$ cat src/rtl/scalar_alu_pipe.sv
// rtl/scalar_alu_pipe.sv - handshaked scalar ALU with integer/fixed-point modes and iterative multiply
//
// Purpose: accepts one operand/op request at a time and returns one result with NZCV flags.
//   Non-multiply ops take one execute cycle. Multiply runs an N-step shift-add on operand
//   magnitudes and applies the sign at the end. In fixed-point mode add/sub/mul saturate.
// Ports:
//   clk, rst         - clock, synchronous active-high reset
//   in_valid/ready   - request handshake (ready only while idle)
//   A, B             - signed N-bit operands (Q-format when fp=1)
//   ALUControl       - 000 add, 001 sub, 010 and, 011 or, 100 xor, 101 shl, 110 mul, 111 pass B
//   fp               - 1 selects fixed-point (saturating) mode
//   out_valid/ready  - result handshake; result/flags held until taken
//   result, flags    - N-bit result, flags = {N, Z, C, V}
module scalar_alu_pipe #(
  parameter int N = 24,
  parameter int Q = 8
) (
  input  logic         clk,
  input  logic         rst,
  input  logic         in_valid,
  output logic         in_ready,
  input  logic [N-1:0] A,
  input  logic [N-1:0] B,
  input  logic [2:0]   ALUControl,
  input  logic         fp,
  output logic         out_valid,
  input  logic         out_ready,
  output logic [N-1:0] result,
  output logic [3:0]   flags
);

  localparam int SW = $clog2(N);
  localparam int CW = $clog2(N + 1);
  localparam logic [CW-1:0] CNT_LAST = CW'(N);
  localparam logic [N-1:0]  SAT_MAX  = {1'b0, {(N-1){1'b1}}};
  localparam logic [N-1:0]  SAT_MIN  = {1'b1, {(N-1){1'b0}}};

  localparam logic [2:0] OP_ADD  = 3'b000;
  localparam logic [2:0] OP_SUB  = 3'b001;
  localparam logic [2:0] OP_AND  = 3'b010;
  localparam logic [2:0] OP_OR   = 3'b011;
  localparam logic [2:0] OP_XOR  = 3'b100;
  localparam logic [2:0] OP_SHL  = 3'b101;
  localparam logic [2:0] OP_MUL  = 3'b110;
  localparam logic [2:0] OP_PASS = 3'b111;

  typedef enum logic [1:0] {IDLE, EXEC, MUL, DONE} state_t;

  state_t r_state;
  state_t w_next;

  logic [N-1:0]   r_a;
  logic [N-1:0]   r_b;
  logic [2:0]     r_op;
  logic           r_fp;
  logic [2*N-1:0] r_acc;
  logic [2*N-1:0] r_mcand;
  logic [N-1:0]   r_mplier;
  logic           r_neg;
  logic [CW-1:0]  r_cnt;
  logic [N-1:0]   r_result;
  logic [3:0]     r_flags;

  logic           w_accept;
  logic [N-1:0]   w_mag_a;
  logic [N-1:0]   w_mag_b;

  logic [N-1:0]   w_b_eff;
  logic [N:0]     w_sum;
  logic           w_add_ovf;
  logic [N-1:0]   w_alu_res;
  logic           w_alu_c;
  logic           w_alu_v;
  logic [3:0]     w_alu_flags;

  logic [2*N-1:0]        w_prod;
  logic signed [2*N-1:0] w_prod_sh;
  logic [2*N-1:0]        w_mul_sel;
  logic                  w_mul_fits;
  logic [N-1:0]          w_mul_res;
  logic [3:0]            w_mul_flags;

  assign in_ready  = (r_state == IDLE);
  assign out_valid = (r_state == DONE);
  assign result    = r_result;
  assign flags     = r_flags;

  assign w_accept = in_valid && in_ready;

  // Magnitudes of the incoming operands; the most negative value maps to 2^(N-1),
  // which still fits as an unsigned N-bit number.
  assign w_mag_a = A[N-1] ? -A : A;
  assign w_mag_b = B[N-1] ? -B : B;

  always_ff @(posedge clk) begin
    if (rst) begin
      r_state <= IDLE;
    end else begin
      r_state <= w_next;
    end
  end

  always_comb begin
    w_next = r_state;
    case (r_state)
      IDLE: begin
        if (in_valid) begin
          w_next = (ALUControl == OP_MUL) ? MUL : EXEC;
        end
      end
      EXEC: w_next = DONE;
      MUL: begin
        if (r_cnt == CNT_LAST) begin
          w_next = DONE;
        end
      end
      DONE: begin
        if (out_ready) begin
          w_next = IDLE;
        end
      end
      default: w_next = IDLE;
    endcase
  end

  // Add/sub share one adder; subtraction is A + ~B + 1 so C is "no borrow".
  always_comb begin
    w_b_eff   = (r_op == OP_SUB) ? ~r_b : r_b;
    w_sum     = {1'b0, r_a} + {1'b0, w_b_eff} + {{N{1'b0}}, (r_op == OP_SUB)};
    w_add_ovf = (r_a[N-1] == w_b_eff[N-1]) && (w_sum[N-1] != r_a[N-1]);
    w_alu_res = '0;
    w_alu_c   = 1'b0;
    w_alu_v   = 1'b0;
    case (r_op)
      OP_ADD, OP_SUB: begin
        w_alu_c = w_sum[N];
        w_alu_v = w_add_ovf;
        if (r_fp && w_add_ovf) begin
          // Overflow direction follows the sign of A (both effective operands share it).
          w_alu_res = r_a[N-1] ? SAT_MIN : SAT_MAX;
        end else begin
          w_alu_res = w_sum[N-1:0];
        end
      end
      OP_AND:  w_alu_res = r_a & r_b;
      OP_OR:   w_alu_res = r_a | r_b;
      OP_XOR:  w_alu_res = r_a ^ r_b;
      OP_SHL:  w_alu_res = r_a << r_b[SW-1:0];
      OP_PASS: w_alu_res = r_b;
      default: w_alu_res = '0;
    endcase
    w_alu_flags = {w_alu_res[N-1], (w_alu_res == '0), w_alu_c, w_alu_v};
  end

  // Final multiply result: apply sign, optionally rescale by Q (arithmetic shift floors),
  // then range-check against signed N bits.
  always_comb begin
    w_prod     = r_neg ? -r_acc : r_acc;
    w_prod_sh  = $signed(w_prod) >>> Q;
    w_mul_sel  = r_fp ? w_prod_sh : w_prod;
    w_mul_fits = (&w_mul_sel[2*N-1:N-1]) || !(|w_mul_sel[2*N-1:N-1]);
    if (r_fp && !w_mul_fits) begin
      w_mul_res = w_mul_sel[2*N-1] ? SAT_MIN : SAT_MAX;
    end else begin
      w_mul_res = w_mul_sel[N-1:0];
    end
    w_mul_flags = {w_mul_res[N-1], (w_mul_res == '0), 1'b0, !w_mul_fits};
  end

  always_ff @(posedge clk) begin
    if (rst) begin
      r_a      <= '0;
      r_b      <= '0;
      r_op     <= '0;
      r_fp     <= 1'b0;
      r_acc    <= '0;
      r_mcand  <= '0;
      r_mplier <= '0;
      r_neg    <= 1'b0;
      r_cnt    <= '0;
      r_result <= '0;
      r_flags  <= '0;
    end else begin
      if (w_accept) begin
        r_a      <= A;
        r_b      <= B;
        r_op     <= ALUControl;
        r_fp     <= fp;
        r_acc    <= '0;
        r_mcand  <= {{N{1'b0}}, w_mag_a};
        r_mplier <= w_mag_b;
        r_neg    <= A[N-1] ^ B[N-1];
        r_cnt    <= '0;
      end
      if (r_state == EXEC) begin
        r_result <= w_alu_res;
        r_flags  <= w_alu_flags;
      end
      if (r_state == MUL) begin
        if (r_cnt != CNT_LAST) begin
          // One shift-add step per cycle, LSB of the multiplier first.
          if (r_mplier[0]) begin
            r_acc <= r_acc + r_mcand;
          end
          r_mcand  <= r_mcand << 1;
          r_mplier <= r_mplier >> 1;
          r_cnt    <= r_cnt + CW'(1);
        end else begin
          r_result <= w_mul_res;
          r_flags  <= w_mul_flags;
        end
      end
    end
  end

endmodule

$ cat config.mk
export PLATFORM = sky130hd
export DESIGN_NAME = scalar_alu_pipe
export DESIGN_NICKNAME = d
export VERILOG_FILES = /design/src/rtl/scalar_alu_pipe.sv
export SDC_FILE = /design/constraint.sdc
export NUM_CORES = 1
export LEC_CHECK = 0
export CAP_MARGIN = 5
export CORE_MARGIN = 1.5
export CORE_UTILIZATION = 43
export DETAILED_ROUTE_END_ITERATION = 8
export GPL_TIMING_DRIVEN = 1
export PLACE_DENSITY = 0.6
export SLEW_MARGIN = 40
export SYNTH_ARGS = -nofsm -noshare
export SYNTH_HDL_FRONTEND = slang
export SYNTH_SLANG_ARGS = --single-unit
$ cat constraint.sdc
create_clock -name clk -period 5.8 [get_ports clk]
set_input_delay 0.58 -clock clk [delete_from_list [all_inputs] [get_ports clk]]
set_output_delay 0.58 -clock clk [all_outputs]
set_load 0.1 [all_outputs]
==> flow_summary.yaml <==
outcome:
  outcome: "finished clean"
route:
  drc_errors: 0
  wire_per_inst_um: 22.03
  first_pass_iters: 6
  antenna_violating_nets_post_route: 0
  routed_via_count: 18550
  dr.first_iter.drc_count: 2014
  wirelength_mm: 65.64
  vias_per_cell: 6.228
power:
  total_power_uw: 7767
  ir_worst_vdd_mv: 0.3317
  power.density_cell_area_nw_per_um2: 385.1
  total_leakage_power_uw: 0.008208
cts:
  clock_insertion_delay_worst_skew_ns: 0.57
  clock_sink_count: 208
  postCtsHoldBufs: 0
  htree_num_levels: 1
  cts_buffer_depth: 3
  clk_transition_reported_paths_ns: 0.06
  cts_inserted_buffers: 27
  tritoncts: "yes"
  cts.root.buffer_cell: "sky130_fd_sc_hd__clkbuf_16"
  post_cts_repair_setup_buffers: 0
  cts.repair.resized: 0
global_route:
  globalRouteTotalUtil_pct: 29.35
  grt_remaining_overflow: 0
  grt_pass1_wl_mm: 101.4
  antenna_found_initial: 1
  first_global_vias: 16660
  grt_start_max_net_pins: 100
cells_and_area:
  nets: 2607
  finish.cell_count_without_fillers: 2979
  post_route_cells_drive_above_1_share_pct: 8.115
  fillerInstances: 4216
  final-seq-area_sq_um: 4167
  antenna_cells_inserted: 0
  mostFrequentLayoutCell: "sky130_fd_sc_hd__nand2_1"
  area_of_the_multi_input_gates_sq_um: 13080
  syn2layout_area_growth_pct: 10.63
  final_cell_mix: "sky130_fd_sc_hd__nand2_1, sky130_fd_sc_hd__a21oi_1, sky130_fd_sc_hd__nor2_1"
logic_synthesis:
  synth_async_sr_flop_share_pct: 0
  mapped_cells: 2436
  syn-num-nets: 2622
  synth_flop_cell: "sky130_fd_sc_hd__dfxtp_1"
  synth.ff_latch_count: 208
  yosysUniqueCellTypes: 91
  yosysSeqAreaShare_pct: 22.84
  synthesis.area_per_instance_sq_um: 7.485
  ys.warnings.count: 0
  synth-edff-count: 0
  post_synth_instance_area_sq_um: 18230
die:
  initial_utilization_pct: 43.56
  die_height_um: 208.9
  floorplan.core_area_sq_um: 41850
  row_count: 75
  die-area_sq_um: 43650
  ioPinCount: 86
  die_x_um: 208.9
worst_setup_path:
  cp-start-kind: "flop"
  critPathRequiredTime_ns: 6.31
  critical_path.endpoint_type: "flop"
  critPathKind: "flop to flop"
  crit_path_max_fanout: 23
  cpMaxStageDelayCell: "sky130_fd_sc_hd__nor4b_1"
  slowest_delay_ns: 0.57
  timing.critical_path.cells: "nor2_1 > and2_1 > buf_4 > xnor2_1 > inv_1 > fa_1 > nor2b_1 > o21ai_0 > a211oi_1 > nor2_1 > a31oi_1 > a31oi_1 > xnor2_1 > o21ai_0 > nor4b_1 > nand4_1 > nor4_1 > a211o_1"
  critPathArrivalTime_ns: 5.31
  critPathBufInv: 2
  cpLargestDelayFamily: "simple AND/OR/NAND/NOR gates"
sta:
  finalSetupTns_ns: 0
  period_share_pct: 82.81
  worst_slew_margin_rel_pct: 41.02
  maxClockFrequency_mhz: 208.2
  tightestPinTransition_ns: 0.8774
  number_of_endpoints_failing_setup_at_the_final_stage: 0
  post-route-min-period_ns: 4.803
  finalMaxSlewViolations: 0
  final_hold_fails: 0
  rsz0062_at_grt: "false"
  finClkSkew_ns: 0.01889
run:
  max-cap-violations: 0
place:
  place_hpwl_mm: 49.91
  placement.io_buffers: 85
  placed_cells_incl_taps: 2929
  gpl.final_weighted_congestion: 0.9526
worst_hold_path:
  min_path_type: "flop to flop"
-- cell families after synthesis --
kind of cell / Yosys count / share of synthesized area [%]
muxes: 62 / 4.365
DFF: 208 / 22.84
AOI/OAI and AO/OA: 769 / 28.19
adders and majority gates: 130 / 9.004
and+or+nand+nor: 853 / 22.64
buffers and inverters: 264 / 5.675
xor gates and xnor gates: 150 / 7.288
-- state kept, by name, indices dropped and copies added (netlist names), 2 cells and up --
signal and cells:
r_cnt 5, r_b 24, r_acc 48, r_mcand 48, r_a 24, r_mplier 24, flags 4, r_state 2
result 24, r_op 3
-- metrics by stage --
step                instance area, sq um  util [%]  hold slack, ns  setup slack [ns]
finish                             20170     48.19          0.4712            0.9971
detailed placement                 19260     46.01          0.4521             1.045
global placement                   19400     46.36          0.4462             1.126
CTS                                20130     48.10          0.4614             1.027
floorplan                          18230         -          0.4323             1.026
global route                       20170     48.19          0.4975            0.5220
-- worst min-delay path, delay by kind of cell, from the launching register on --
kind | cells | cell delay, ns
flops | 1 | 0.32
simple gates | 1 | 0.06
compound gates | 1 | 0.05
-- layer usage --
metal | global-route usage [%] | part of all wire [%] | vias up
met3 | 4.058 | 7.4 | 59
met1 | 46.08 | 50 | 8930
met4 | 5.422 | 1.6 | 0
li1 | - | - | 8906
met5 | 0 | 0 | -
met2 | 42.07 | 41 | 657
-- power breakdown --
group / switching [uW] / internal, uW / total, uW / leakage, uW
logic: 2710 / 1320 / 4030 / 0.00608
registers: 340 / 1710 / 2050 / 0.00170
clock network: 688 / 1000 / 1690 / 0.000432
-- final timing paths --
| check | cells past startpoint | slack, ns | startpoint | endpoint |
|---|---|---|---|---|
| max | 18 | 1.0 | r_op[1]$_SDFFE_PP0P_ | flags[2]$_SDFF_PP0_ |
| min | 2 | 0.47 | r_mcand[25]$_SDFF_PP0_ | r_mcand[26]$_SDFF_PP0_ |
| max reg2reg | 18 | 1.0 | r_op[1]$_SDFFE_PP0P_ | flags[2]$_SDFF_PP0_ |
| min reg2reg | 2 | 0.47 | r_mcand[25]$_SDFF_PP0_ | r_mcand[26]$_SDFF_PP0_ |
-- Yosys cell counts (11+ instances only) --
library cell	n	share of area (%)
sky130_fd_sc_hd__nand2_1	313	6.4
sky130_fd_sc_hd__a21oi_1	217	6.0
sky130_fd_sc_hd__nor2_1	212	4.4
sky130_fd_sc_hd__dfxtp_1	208	23
sky130_fd_sc_hd__clkbuf_1	128	2.6
sky130_fd_sc_hd__ha_1	128	8.8
sky130_fd_sc_hd__o21ai_0	125	3.4
sky130_fd_sc_hd__inv_1	91	1.9
sky130_fd_sc_hd__nand3_1	85	2.3
sky130_fd_sc_hd__a211oi_1	84	3.5
sky130_fd_sc_hd__xnor2_1	78	3.7
sky130_fd_sc_hd__xor2_1	70	3.4
sky130_fd_sc_hd__a21o_1	41	1.7
sky130_fd_sc_hd__a22o_1	40	1.9
sky130_fd_sc_hd__mux2i_1	39	2.1
sky130_fd_sc_hd__a31oi_1	35	1.2
sky130_fd_sc_hd__nor3_1	34	0.93
sky130_fd_sc_hd__or3_1	28	0.96
sky130_fd_sc_hd__buf_1	26	0.54
sky130_fd_sc_hd__o211ai_1	25	1.0
sky130_fd_sc_hd__a221oi_1	24	1.2
sky130_fd_sc_hd__nand4_1	22	0.75
sky130_fd_sc_hd__nand2b_1	20	0.69
sky130_fd_sc_hd__o31ai_1	20	0.82
sky130_fd_sc_hd__nor2b_1	19	0.65
sky130_fd_sc_hd__and3_1	18	0.62
sky130_fd_sc_hd__or4_1	17	0.70
sky130_fd_sc_hd__o21bai_1	15	0.62
sky130_fd_sc_hd__nor4_1	14	0.48
sky130_fd_sc_hd__o41ai_1	14	0.67
sky130_fd_sc_hd__mux4_2	13	1.6
sky130_fd_sc_hd__o21a_1	13	0.54
sky130_fd_sc_hd__a22oi_1	12	0.49
sky130_fd_sc_hd__a311oi_1	12	0.58
sky130_fd_sc_hd__buf_2	11	0.30
-- cell type report --
class / count / area share (%)
clock buffers: 38 / 3.802
clock inverters: 10 / 0.5459
inverters: 95 / 1.768
multi-input cells: 1964 / 64.83
flip-flops and latches: 208 / 20.66
well taps: 539 / 3.343
repair buffers: 125 / 5.049
No activity file was read; power rests on OpenSTA's default activity.
==> RTL change 1: new RTL, same settings <==
The 4 states of `state_t` get a one-hot encoding in 4 bits.
--- a/src/rtl/scalar_alu_pipe.sv
+++ b/src/rtl/scalar_alu_pipe.sv
@@ -44,7 +44,7 @@
   localparam logic [2:0] OP_MUL  = 3'b110;
   localparam logic [2:0] OP_PASS = 3'b111;
 
-  typedef enum logic [1:0] {IDLE, EXEC, MUL, DONE} state_t;
+  typedef enum logic [3:0] {IDLE = 4'b0001, EXEC = 4'b0010, MUL = 4'b0100, DONE = 4'b1000} state_t;
 
   state_t r_state;
   state_t w_next;
Check against the original RTL: same outputs for any inputs over 4 cycles, from zero or initial values and one cycle with rst high; so few cycles prove little.
==> RTL change 1 against the unedited design <==
Highest routed layer unchanged. Final area rose by 2.1%. Via count is 4.0% higher. Sequential cell count grew 2. First-iteration DRC count decreased by 2.1%. Global-route usage shrank 0.072 points. Count of clock-buffer cells in the layout decreased by 7. Maximum frequency down 1.3%. Setup slack worse by 0.064 ns. Synthesized cell count is 3.7% higher. Routed wire length is 0.95% higher. Area after synthesis up 1.6%.
Power is not compared: it rests on default switching activity, and its combinational part moved more than twofold at a synthesized area within 25%.
==> RTL change 1: results (changes against the unedited design) <==
Run status = finished, final reports clean
Max layer used = met4
CLK BUF = 31 (-18%)
Initial antenna violation count = 0 (-1)
Buffering overhead = 5.36% (+0.31 points)
Met3 wire length = 6540 um (+35%)
GR Util All Layers = 29.3% (-0.072 points)
Synth top area cells = dfxtp_1, ha_1, a21oi_1
Post-detail-place hpwl = 49900 um (-0.10%)
Post-Synth Adder-Cell Area = 8.60% (-0.41 points)
Wirelength per Cell = 21.5 um (-2.3%)
M3 GR Usage = 5.17% (+1.1 points)
Dpl cells = 3028 (+3.4%)
Met2 Use GR = 41.0% (-1.0 points)
Post-synth top cells = nand2_1, a21oi_1, nor2_1
P_leak = 8.23 nW
M1 GR Usage = 45.9% (-0.16 points)
Nonclk inv count = 86 (-9.5%)
TritonRoute pass-1 iters = 7 (+1)
Port buffer count = 85 (unchanged)
Clock Sinks = 210 (+0.96%)
Num CTS Buffers = 27 (unchanged)
Multiplexer share of the synthesized area = 4.95% (+0.59 points)
M1 WL = 32000 um (-3.0%)
Non-clk bufs = 134 (+7.2%)
Fin cells = 3077 (+3.3%)
Vias in the first global route = 17200 (+3.3%)
Critical path's largest stage delay = 0.52 ns (-0.05 ns)
Synthesized netlist cell count = 2527 (+3.7%)
Skew final = 0.0236 ns (+0.00470 ns)
Nets = 2700 (+3.6%)
Hold Path Depth = 2 (unchanged)
GPL Wtd Cong = 1.06 (+11%)
Clock root cell = clkbuf_16
Max_slew headroom = 46.8% (+5.8 points)
Vias post-DR = 19300 (+4.0%)
Fill cells = 4290 (+1.8%)
Largest net degree at the start of global routing = 141 (+41%)
Crit-path slowest cell = o31ai_1
Arrival @ worst endpoint = 5.37 ns (+0.06 ns)
Unique cell type count in the Yosys netlist = 90 (-1.1%)
First-pass GRT wire length = 103000 um (+1.4%)
Sequential share of cell area = 20.4% (-0.23 points)
Compound-Gate Fraction of Synth Area = 28.1% (-0.13 points)
Critical path peak fanout = 14 (-39%)
Post-Synth XOR/XNOR Area = 7.75% (+0.46 points)
Worst r2r path cells = 17 (-1)
Met2 wire len = 26600 um (-0.60%)
First DRT Iteration DRCs = 1972 (-2.1%)
Clock buf/inv share = 4.65% (+0.30 points)
Layout cell share with drive strength beyond 1 = 8.12% (about the same)
Area occupied by multi-input gates = 13300 sq um (+2.0%)
#MultiIn Comb = 2059 (+4.8%)
Post-CTS Resized = 0 (unchanged)
CP top delay family = compound AO/OA/AOI/OAI gates
Seq/Total Area, Yosys = 22.7% (-0.13 points)
[RTL change 1: power by group]
group          switching [W]  internal, W  leakage, nW
Clock               0.000731      0.00111        0.475
Combinational       0.000943     0.000540         6.04
Sequential          0.000148      0.00154         1.71
Total                0.00182      0.00320         8.23
[RTL change 1: per-stage QoR]
step	hold slack, ns	util, %	setup WS (ns)	instance area [sq um]
final	0.453	48.8	0.933	20600
after global routing	0.469	48.8	0.453	20600
after CTS	0.455	48.8	0.976	20600
after detailed placement	0.444	46.5	0.998	19600
after global placement	0.440	46.8	0.887	19700
after floorplan	0.432	-	1.12	18500
[RTL change 1: final timing paths]
check	start	to	slack [ns]
setup / recovery	r_op[1]	flags[2]	0.93
hold / removal	r_mplier[3]	r_mplier[2]	0.45
setup reg to reg	r_op[1]	flags[2]	0.93
hold reg to reg	r_mplier[3]	r_mplier[2]	0.45
==> RTL change 2: new RTL, same flow settings <==
Without the edit above. Set the parameter `N` to 36 (it was 24).
--- a/src/rtl/scalar_alu_pipe.sv
+++ b/src/rtl/scalar_alu_pipe.sv
@@ -12,7 +12,7 @@
 //   out_valid/ready  - result handshake; result/flags held until taken
 //   result, flags    - N-bit result, flags = {N, Z, C, V}
 module scalar_alu_pipe #(
-  parameter int N = 24,
+  parameter int N = 36,
   parameter int Q = 8
 ) (
   input  logic         clk,
Ports: changed (resized A, B and result); port bits go from 86 to 122. No check against the original RTL was run, so the function may have changed too.
==> RTL change 2 against the unedited design <==
Final area rose by 50%. Via count rose by 54%. Total power rose by 49%. Die area rose by 48%. Sequential cell count rose by 97. Area after synthesis rose by 48%. Highest routed layer unchanged. Maximum frequency fell by 10%. First-iteration DRC count rose by 49%. Routed wire length rose by 58%. Setup slack got worse by 0.55 ns.
==> RTL change 2: results (changes against the unedited design) <==
Run status = finished, final reports clean
Worst R2R End = result[8]
Num CTS Buffers = 39 (+44%)
Post-detail-place hpwl = 78600 um (+57%)
Max Slew Vio Count = 0 (unchanged)
First DRT Iteration DRCs = 3000 (+49%)
Post-synth top cells = nand2_1, a21oi_1, nor2_1
Worst-Margin Slew = 1.05 ns (+0.170 ns)
Worst hold path class = reg -> reg
Synth top area cells = dfxtp_1, ha_1, a21oi_1
Seq/Total Area, Yosys = 22.6% (-0.28 points)
Max VDD drop = 0.362 mV (+9.0%)
Mean area per synthesized cell = 7.28 sq um (-2.8%)
Clock root cell = clkbuf_16
Arrival @ worst endpoint = 5.78 ns (+0.47 ns)
Top Registers = r_acc x72, r_mcand x72
Vias post-DR = 28700 (+54%)
Clk slew on worst S/H paths = 0.06 ns (about the same)
Post-CTS Resized = 0 (unchanged)
ANT cells = 0 (unchanged)
Endpoint, Worst Hold = r_mplier[2]
Post-DR vias/cell = 6.25 (+0.36%)
GR Util All Layers = 31.4% (+2.1 points)
Yosys warnings = 0 (unchanged)
Layout cell share with drive strength beyond 1 = 8.62% (+0.50 points)
Internal Power = 0.00597 W (+48%)
Port buffer count = 121 (+42%)
Hold Path Depth = 2 (unchanged)
Nets = 3988 (+53%)
Worst setup path startpoint = r_acc[9]
R2R setup slack = 0.45 ns (-0.55 ns)
GPL Wtd Cong = 1.03 (+7.9%)
Worst r2r path cells = 14 (-4)
Final hold slack = 0.453 ns (-0.0181 ns)
TritonRoute pass-1 iters = 5 (-1)
First-pass GRT wire length = 158000 um (+56%)
Min-delay src = r_mplier[3]
Dpl cells = 4514 (+54%)
Clk Latency, worst-skew pair = 0.59 ns (+0.02 ns)
Vias in the first global route = 25500 (+53%)
CTS H-Tree Depth = 2 (+1)
Critical path peak fanout = 11 (-52%)
CTS Buffer Depth = 3 (unchanged)
Initial antenna violation count = 2 (+1)
P_leak = 12.3 nW (+50%)
Skew final = 0.0404 ns (+0.0215 ns)
Largest net degree at the start of global routing = 108 (+8.0%)
Unique cell type count in the Yosys netlist = 91 (unchanged)
Wirelength per Cell = 22.6 um (+2.5%)
==> RTL change 2: cell count changes after synthesis, sizes merged, moves of 60 or more <==
cell / before / now
a21oi: 217 / 443
nand2: 314 / 501
nor2: 212 / 320
clkbuf: 128 / 227
dfxtp: 208 / 305
o21ai: 129 / 207
nand3: 85 / 162
ha: 128 / 188
==> RTL change 2: logic make-up after synthesis <==
| family | synth area share, % |
|---|---|
| and+or+nand+nor | 23.0 |
| AOI/OAI and AO/OA | 28.1 |
| buffers and inverters | 5.49 |
| DFF | 22.6 |
| xor gates and xnor gates | 7.86 |
| adders and majority gates | 8.84 |
| muxes | 4.16 |
==> RTL change 2: through the flow <==
| stage | util [%] | worst slack (ns) | power, W | cell area (sq um) |
|---|---|---|---|---|
| CTS | 48.9 | 0.556 | 0.0115 | 30300 |
| global route | 48.9 | 0.140 | 0.0122 | 30300 |
| detailed placement | 46.7 | 0.578 | 0.00878 | 28900 |
| global placement | 47.0 | 0.576 | 0.00890 | 29100 |
| finish | 48.9 | 0.447 | 0.0116 | 30300 |
| floorplan | - | 0.767 | 0.00720 | 27100 |
==> RTL change 2: area by class of cell <==
type | instances | area, sq um
clock buffer | 51 | 1120
clock inverter | 20 | 263
fill | 6325 | 31600
inverter | 127 | 477
multi-input combinational | 3029 | 19500
sequential | 305 | 6110
tap | 837 | 1050
timing repair buffer | 216 | 1750
==> RTL change 2: power groups by stage <==
stage / logic, W / clock network [W] / registers (W)
after floorplan: 0.00369 / 0 / 0.00350
after global placement: 0.00584 / 0 / 0.00306
after detailed placement: 0.00574 / 0 / 0.00305
after CTS: 0.00577 / 0.00269 / 0.00300
after global routing: 0.00635 / 0.00277 / 0.00306
final: 0.00588 / 0.00265 / 0.00303
==> RTL change 2: routing by layer <==
layer | vias up | GRT usage [%] | share of wire, %
met5 | - | 0 | 0
met2 | 1338 | 44.3 | 40
met3 | 122 | 6.55 | 10
met4 | 0 | 6.84 | 2.0
met1 | 13700 | 48.0 | 47
li1 | 13500 | - | -
==> RTL change 2: worst max-delay path, cell delays in order, from the launching register on <==
cell and delay (ns):
dfxtp_1 0.37, or4_1 0.70, or3_4 0.48, or4_1 0.63
o31ai_1 0.35, xor2_1 0.43, nand4_1 0.24, nor4_2 0.20
o221ai_1 0.22, or4_1 0.63, nand3_2 0.16, nand2_1 0.24
buf_4 0.29, a21oi_1 0.17, a211oi_1 0.08
